## src/rtl/glitch_pkg.sv

```systemverilog
// rtl/glitch_pkg.sv - shared types and constants for the burst clock glitcher
//
// Purpose : glitch mode / FSM state enums, synchroniser depth floor and the
//           LFSR tap table used by the optional delay jitter.
// Ports   : none (package)
package glitch_pkg;

  typedef enum logic [1:0] {
    MODE_LOW  = 2'd0,
    MODE_HIGH = 2'd1,
    MODE_INV  = 2'd2,
    MODE_FAST = 2'd3
  } glitch_mode_t;

  typedef enum logic [2:0] {
    IDLE   = 3'd0,
    ARMED  = 3'd1,
    DELAY  = 3'd2,
    GLITCH = 3'd3,
    GAP    = 3'd4,
    DONE   = 3'd5
  } glitch_state_t;

  localparam int SYNC_STAGES_MIN = 2;

  // Feedback tap masks (bit n-1 = stage n) for maximal-length Fibonacci LFSRs.
  function automatic logic [31:0] lfsr_taps(input int width);
    logic [31:0] taps;
    case (width)
      2:       taps = 32'h0000_0003;
      3:       taps = 32'h0000_0006;
      4:       taps = 32'h0000_000C;
      5:       taps = 32'h0000_0014;
      6:       taps = 32'h0000_0030;
      7:       taps = 32'h0000_0060;
      8:       taps = 32'h0000_00B8;
      9:       taps = 32'h0000_0110;
      10:      taps = 32'h0000_0240;
      11:      taps = 32'h0000_0500;
      12:      taps = 32'h0000_0829;
      13:      taps = 32'h0000_100D;
      14:      taps = 32'h0000_2015;
      15:      taps = 32'h0000_6000;
      16:      taps = 32'h0000_D008;
      default: taps = 32'h0000_000C;
    endcase
    return taps;
  endfunction

endpackage

```

## src/rtl/glitch_trig_sync.sv

```systemverilog
// rtl/glitch_trig_sync.sv - trigger synchroniser with rising-edge pulse
//
// Purpose : brings the asynchronous trigger into the clk domain through a
//           flop chain and emits a one-cycle pulse on its rising edge.
// Ports   : clk     in  fast clock
//           rst_n   in  asynchronous active-low reset (chain cleared to 0)
//           i_async in  asynchronous trigger
//           o_rise  out one-cycle rising-edge pulse (combinational from flops)
module glitch_trig_sync
  import glitch_pkg::*;
#(
  parameter int SYNC_STAGES = 2
) (
  input  logic clk,
  input  logic rst_n,
  input  logic i_async,
  output logic o_rise
);

  // Depth below two would leave a metastable flop feeding logic.
  localparam int STAGES = (SYNC_STAGES < SYNC_STAGES_MIN) ? SYNC_STAGES_MIN : SYNC_STAGES;

  logic [STAGES-1:0] r_sync;
  logic              r_last;

  always_ff @(posedge clk or negedge rst_n) begin
    if (!rst_n) begin
      r_sync <= '0;
      r_last <= 1'b0;
    end else begin
      r_sync <= {r_sync[STAGES-2:0], i_async};
      r_last <= r_sync[STAGES-1];
    end
  end

  assign o_rise = r_sync[STAGES-1] & ~r_last;

endmodule

```

## src/rtl/glitch_clk_burst.sv

```systemverilog
// rtl/glitch_clk_burst.sv - programmable burst clock glitch injector
//
// Purpose : after a trigger and a programmable delay, replaces the target
//           clock with a glitch source for cfg_width cycles, repeated
//           cfg_reps times with cfg_gap clean cycles in between.
// Macro   : GLITCH_BURST_JITTER_EN adds a free-running LFSR offset to the delay.
// Ports   : clk, rst_n            fast clock, async active-low reset
//           trig, arm             async trigger, one-cycle arm pulse
//           cfg_delay/width/gap/reps/mode   burst configuration (latched on trigger)
//           clean_target_clock    undisturbed target clock
//           clk_o                 clock to target
//           armed, busy, done     status (done is a one-cycle pulse)
module glitch_clk_burst
  import glitch_pkg::*;
#(
  parameter int DELAY_W     = 16,
  parameter int WIDTH_W     = 8,
  parameter int REP_W       = 4,
  parameter int SYNC_STAGES = 2,
  parameter int JITTER_W    = 4
) (
  input  logic               clk,
  input  logic               rst_n,
  input  logic               trig,
  input  logic               arm,
  input  logic [DELAY_W-1:0] cfg_delay,
  input  logic [WIDTH_W-1:0] cfg_width,
  input  logic [WIDTH_W-1:0] cfg_gap,
  input  logic [REP_W-1:0]   cfg_reps,
  input  logic [1:0]         cfg_mode,
  input  logic               clean_target_clock,
  output logic               clk_o,
  output logic               armed,
  output logic               busy,
  output logic               done
);

  glitch_state_t      r_state;
  glitch_mode_t       r_mode;
  logic               r_sel;
  logic               r_armed;
  logic               r_busy;
  logic               r_done;
  logic [DELAY_W-1:0] r_dcnt;
  logic [WIDTH_W-1:0] r_wcnt;
  logic [WIDTH_W-1:0] r_gcnt;
  logic [REP_W-1:0]   r_rcnt;
  logic [WIDTH_W-1:0] r_width;
  logic [WIDTH_W-1:0] r_gap;

  logic               w_trig_rise;
  logic [JITTER_W-1:0] w_jitter;
  logic [DELAY_W:0]   w_dly_sum;
  logic [DELAY_W-1:0] w_dly_load;
  logic               w_src;

  glitch_trig_sync #(
    .SYNC_STAGES (SYNC_STAGES)
  ) u_trig_sync (
    .clk     (clk),
    .rst_n   (rst_n),
    .i_async (trig),
    .o_rise  (w_trig_rise)
  );

`ifdef GLITCH_BURST_JITTER_EN
  localparam logic [31:0] LFSR_TAPS = lfsr_taps(JITTER_W);

  logic [JITTER_W-1:0] r_lfsr;

  // Seeded all-ones so the jitter sequence is identical after every reset.
  always_ff @(posedge clk or negedge rst_n) begin
    if (!rst_n) begin
      r_lfsr <= '1;
    end else begin
      r_lfsr <= {r_lfsr[JITTER_W-2:0], ^(r_lfsr & LFSR_TAPS[JITTER_W-1:0])};
    end
  end

  assign w_jitter = r_lfsr;
`else
  assign w_jitter = '0;
`endif

  // Delay load saturates rather than wrapping when jitter is added.
  assign w_dly_sum  = {1'b0, cfg_delay} + {{(DELAY_W+1-JITTER_W){1'b0}}, w_jitter};
  assign w_dly_load = w_dly_sum[DELAY_W] ? {DELAY_W{1'b1}} : w_dly_sum[DELAY_W-1:0];

  always_ff @(posedge clk or negedge rst_n) begin
    if (!rst_n) begin
      r_state <= IDLE;
      r_mode  <= MODE_LOW;
      r_sel   <= 1'b0;
      r_armed <= 1'b0;
      r_busy  <= 1'b0;
      r_done  <= 1'b0;
      r_dcnt  <= '0;
      r_wcnt  <= '0;
      r_gcnt  <= '0;
      r_rcnt  <= '0;
      r_width <= '0;
      r_gap   <= '0;
    end else begin
      case (r_state)
        IDLE: begin
          r_done <= 1'b0;
          if (arm) begin
            r_state <= ARMED;
            r_armed <= 1'b1;
          end
        end
        ARMED: begin
          if (w_trig_rise) begin
            r_state <= DELAY;
            r_armed <= 1'b0;
            r_busy  <= 1'b1;
            r_mode  <= glitch_mode_t'(cfg_mode);
            r_width <= cfg_width;
            r_gap   <= cfg_gap;
            // rcnt counts the glitches still to come after the current one.
            r_rcnt  <= (cfg_reps == '0) ? '0 : cfg_reps - 1'b1;
            r_dcnt  <= w_dly_load;
          end
        end
        DELAY: begin
          if (r_dcnt == '0) begin
            if (r_width == '0) begin
              r_state <= DONE;
              r_busy  <= 1'b0;
              r_done  <= 1'b1;
            end else begin
              r_state <= GLITCH;
              r_sel   <= 1'b1;
              r_wcnt  <= r_width - 1'b1;
            end
          end else begin
            r_dcnt <= r_dcnt - 1'b1;
          end
        end
        GLITCH: begin
          if (r_wcnt == '0) begin
            if (r_rcnt != '0) begin
              r_rcnt <= r_rcnt - 1'b1;
              if (r_gap == '0) begin
                // Zero gap: stay in GLITCH with sel held so windows merge.
                r_wcnt <= r_width - 1'b1;
              end else begin
                r_state <= GAP;
                r_sel   <= 1'b0;
                r_gcnt  <= r_gap - 1'b1;
              end
            end else begin
              r_state <= DONE;
              r_sel   <= 1'b0;
              r_busy  <= 1'b0;
              r_done  <= 1'b1;
            end
          end else begin
            r_wcnt <= r_wcnt - 1'b1;
          end
        end
        GAP: begin
          if (r_gcnt == '0) begin
            r_state <= GLITCH;
            r_sel   <= 1'b1;
            r_wcnt  <= r_width - 1'b1;
          end else begin
            r_gcnt <= r_gcnt - 1'b1;
          end
        end
        DONE: begin
          r_done  <= 1'b0;
          r_state <= IDLE;
        end
        default: begin
          r_state <= IDLE;
          r_sel   <= 1'b0;
          r_armed <= 1'b0;
          r_busy  <= 1'b0;
          r_done  <= 1'b0;
        end
      endcase
    end
  end

  always_comb begin
    w_src = clean_target_clock;
    case (r_mode)
      MODE_LOW:  w_src = 1'b0;
      MODE_HIGH: w_src = 1'b1;
      MODE_INV:  w_src = ~clean_target_clock;
      MODE_FAST: w_src = clk;
      default:   w_src = clean_target_clock;
    endcase
  end

  // Combinational mux; sel clears asynchronously so reset restores the clean clock at once.
  assign clk_o = r_sel ? w_src : clean_target_clock;
  assign armed = r_armed;
  assign busy  = r_busy;
  assign done  = r_done;

endmodule

```

## config.mk

```make
export PLATFORM = sky130hd
export DESIGN_NAME = glitch_clk_burst
export DESIGN_NICKNAME = d
export VERILOG_FILES = /design/src/rtl/glitch_pkg.sv /design/src/rtl/glitch_trig_sync.sv /design/src/rtl/glitch_clk_burst.sv
export SDC_FILE = /design/constraint.sdc
export NUM_CORES = 1
export LEC_CHECK = 0
export CORE_UTILIZATION = 60
export DETAILED_ROUTE_END_ITERATION = 12
export PLACE_DENSITY = 0.85
export SYNTH_ARGS = -nofsm -noshare
export SYNTH_HDL_FRONTEND = slang
export SYNTH_SLANG_ARGS = --single-unit
export TNS_END_PERCENT = 30
```

## constraint.sdc

```tcl
create_clock -name clk -period 8.3 [get_ports clk]
set_input_delay 0.83 -clock clk [delete_from_list [all_inputs] [get_ports clk]]
set_output_delay 0.83 -clock clk [all_outputs]
set_load 0.05 [all_outputs]
```

Yosys cells after proc, flatten, opt, wreduce, memory -nomap -nowiden
Index checks and enable logic that the tools add are counted.
{ "word_totals": {"regBits": 64, "in_bits": 43, "word_cells": 130} }
{ "op_classes": {"n_addsub": 7, "n_eq_ne": 23, "mux": 52, "bitwise": 7, "reduce_logical": 27} }
{ "ops": {"columns": ["op", "count"], "rows": [
  ["2-to-1 mux 8 bit", 10],
  ["zero test 8 bit", 4],
  ["2-to-1 mux 16 bit", 2],
  ["case mux 16 bit (2 select lines)", 1],
  ["subtractor 8 x 1 -> 8 bit (second input constant)", 4],
  ["2-to-1 mux 3 bit", 8],
  ["case mux 8 bit (3 select lines)", 1],
  ["AND reduction 6 bit", 4],
  ["!= test 2 bit (second input constant)", 11],
  ["2-to-1 mux 1 bit", 18],
  ["zero test 16 bit", 1],
  ["2-to-1 mux 4 bit", 4],
  ["case mux 8 bit (2 select lines)", 1],
  ["subtractor 16 x 1 -> 16 bit (second input constant)", 1],
  ["case mux 3 bit (5 select lines)", 1],
  ["case mux 1 bit (4 select lines)", 3],
  ["AND reduction 5 bit", 2],
  ["!= test 3 bit (second input constant)", 3],
  ["case mux 4 bit (2 select lines)", 1],
  ["subtractor 4 x 1 -> 4 bit (second input constant)", 2],
  ["equality test 3 x 2 -> 1 bit (second input constant)", 2],
  ["equality test 3 bit (second input constant)", 2],
  ["inverter 1 bit", 6],
  ["case mux 1 bit (3 select lines)", 2],
  ["17 further kinds", 22]
]} }

Logic depth before layout (Yosys ltp)
{ "depth": {"depth_word": 5, "depth_mapped": 10, "depth_no_buf": 7} }

Modules after synthesis
Synthesis repeated with hierarchy kept, for this count alone.
{ "unflattened": {"hier_cells": 429, "area_unflattened_um2": 3910.0} }
{ "by_module_without_submodules": {"columns": ["mod", "instances", "cells_each", "area_each_um2", "seq_area_each_um2"], "rows": [
  ["glitch_clk_burst", 1, 425, 3821.2, 1526.5],
  ["glitch_trig_sync", 1, 4, 88.8, 75.1]
]} }

==> impl_metrics.py <==
metrics = {
    "setup_path": {
        "crit_family": "buffers and inverters",
        "critPathCapture": "clk_o",
        "end_kind": "output port",
        "worst-path-buf-inv": 3,
        "r2r_end": "r_dcnt[14]",
        "cp_slowest_cell": "clkdlybuf4s50_1",
        "timing.critical_path.mode_cell": "clkbuf_8",
        "crit_chain": "clkbuf_8, clkbuf_8, o221ai_1, o21ai_0, clkdlybuf4s50_1",
        "crit-reg2reg-launch": "r_dcnt[0]",
        "path_max_fanout": 2,
        "critPathLaunch": "clk",
        "cp_data_arrival_time_ps": 5380,
        "worstSetupPathType": "clock port to output port",
        "startpoint_type": "clock port",
        "reg2reg_slack_ps": 5140,
        "required_ps": 7470,
        "crit_cells": 5,
        "crit_path_max_incr_delay_ps": 710,
        "worstRegToRegCells": 7,
    },
    "placed_design": {
        "gp_congestion": 0.904,
        "post-place-cells": 566,
        "pre_cts_ws_ps": 2380,
        "io_buffers": 46,
        "place_hpwl_um": 6570,
    },
    "route": {
        "vias": 3736,
        "vias_per_cell": 6.39,
        "drtPass1Iterations": 5,
        "top_layer": "met4",
        "wl_met2_um": 4740,
        "routed_wl_um": 9800,
        "drt_iter0_drc": 316,
        "wl_met1_um": 4340,
        "ant_nets": 0,
        "drc": 0,
        "wl_per_cell_um": 16.8,
        "wl_met3_um": 538,
    },
    "synth": {
        "synth_top_area_share_pct": 40.2,
        "syn_nets": 514,
        "yosysTopAreaCell": "dfrtp_1",
        "netlist_instances": 465,
        "yosysWarnings": 0,
        "syn_area_per_cell_um2": 8.56,
        "syn-cell-area_mm2": 0.00398,
        "async_flop_share_pct": 100,
        "synth-edff-count": 0,
        "synth_seq_cells": 64,
        "synth_area_leaders": "dfrtp_1, nand2_1, o21ai_0",
        "yosysSeqAreaShare_pct": 40.2,
        "yosysUniqueCellTypes": 63,
        "ys.flop_type": "dfrtp_1",
    },
    "timing": {
        "tns_ps": 0,
        "slew_violations": 0,
        "rsz0062_at_grt": "no",
        "layout_setup_ws_ps": 2090,
        "setup_viol": 0,
        "tightest_slew_ps": 1110,
        "hold_viol": 0,
        "fin_skew_ps": 10.8,
        "maxSlewHeadroom_pct": 26.3,
    },
    "clocking": {
        "tritoncts": "yes",
        "cts_resized": 0,
        "clk_latency_ps": 460,
        "cts.clk_slew.worst_paths_ps": 70,
        "cts_setup_buffers": 0,
        "cts_hold_buffers": 0,
    },
    "floorplanning": {
        "start_util_pct": 62.3,
        "die_w_um": 83.4,
        "pin_count": 47,
        "dieArea_mm2": 0.00696,
        "die_y_um": 83.4,
        "rows": 29,
        "coreArea_mm2": 0.00639,
    },
    "global_routing": {
        "grt_max_degree": 65,
        "grt_pass1_vias": 3496,
        "grt_pass1_wl_um": 16400,
        "antenna_found_initial": 0,
        "overflow": 0,
        "track_usage_pct": 29.5,
    },
    "cells_and_area": {
        "instances_no_fill": 585,
        "layout_commonest_cell": "nand2_1",
        "num_antenna_cells": 0,
        "nets": 552,
        "areaGrowthSynthToFinish_pct": 18.7,
        "layout-drive-gt1-share_pct": 9.45,
        "most-common-layout-cells": "nand2_1, dfrtp_1, clkdlybuf4s50_1",
    },
    "run_status": {
        "outcome": "completed",
    },
    "power": {
        "powerDensity_mw_per_mm2": 385,
        "vdd_drop_max_v": 0.000203,
        "p_leak_uw": 0.00190,
    },
    "min_path": {
        "hp-class": "register to register",
    },
    "run": {
        "maxCapViolCount": 0,
    },
}
flip-flops by register name, summed over array words and instances, names as in the netlist, 2 cells and up:
| signal | count |
|---|---|
| r_dcnt | 16 |
| r_rcnt | 4 |
| u_trig_sync.r_sync | 2 |
| r_wcnt | 8 |
| r_gcnt | 8 |
| r_state | 3 |
| r_width | 8 |
| r_gap | 8 |
| r_mode | 2 |
layout make-up:
cell class	count	area, µm²
multi-input combinational	362	2230
sequential	64	1600
clock buffer	14	189
timing repair buffer	49	475
tap	77	96.3
inverter	13	48.8
clock inverter	6	82.6
fill	482	1660
kinds of logic (layout without fill, tap and decap cells):
logic type | after synthesis | after routing | synth area share [%]
flip-flops | 64 | 64 | 40.2
adder cells (fa/ha/maj) | 6 | 6 | 1.89
AND/OR/NAND/NOR | 205 | 205 | 26.5
buffers and inverters | 39 | 82 | 3.93
multiplexers | 13 | 13 | 3.46
XOR/XNOR | 7 | 7 | 1.54
AO/OA/AOI/OAI | 131 | 131 | 22.4
stage by stage:
stage | hold WS, ps | utilization (%) | power [µW] | area [µm²]
after global routing | 386 | 74.0 | 1950 | 4720
after detailed placement | 353 | 69.9 | 1460 | 4460
after CTS | 371 | 74.0 | 1810 | 4720
after floorplan | 331 | - | 1250 | 3980
after global placement | 334 | 69.9 | 1420 | 4460
final | 367 | 74.0 | 1820 | 4720
Yosys cell counts (5+ instances only):
library cell	number
inv_1	13
xor2_1	5
nand2_1	73
nor3b_1	8
o21ai_0	35
mux2i_1	10
a21oi_1	28
nor4_1	8
clkbuf_1	20
o2bb2ai_1	11
dfrtp_1	64
o22ai_1	10
nor3_1	25
nor2_1	38
a31oi_1	5
or4_1	5
a2bb2oi_1	5
nor2b_1	5
ha_1	6
nand2b_1	6
or3_1	6
nand3_1	8
a22oi_1	5
metal layers:
| metal | track usage (%) | vias to the layer above |
|---|---|---|
| li1 | - | 1786 |
| met1 | 39.6 | 1796 |
| met2 | 46.9 | 134 |
| met3 | 5.86 | 20 |
| met4 | 12.3 | 0 |
| met5 | 0 | - |
how the worst min path moves through the flow:
stage	endpoint	slack, ps	from	cells past startpoint
3_3_place_gp	u_trig_sync.r_sync[1]	330	u_trig_sync.r_sync[0]	0
6_report	u_trig_sync.r_sync[1]	370	u_trig_sync.r_sync[0]	0
5_1_grt	u_trig_sync.r_sync[1]	390	u_trig_sync.r_sync[0]	0
3_5_place_dp	u_trig_sync.r_sync[1]	350	u_trig_sync.r_sync[0]	0
4_1_cts	u_trig_sync.r_sync[1]	370	u_trig_sync.r_sync[0]	0
2_1_floorplan	u_trig_sync.r_sync[1]	330	u_trig_sync.r_sync[0]	0
where the power goes:
part / switching [µW] / internal, µW / total [µW]
Clock: 143 / 211 / 354
Combinational: 476 / 349 / 825
Sequential: 182 / 460 / 642
Power figures use the tool's default switching activity.
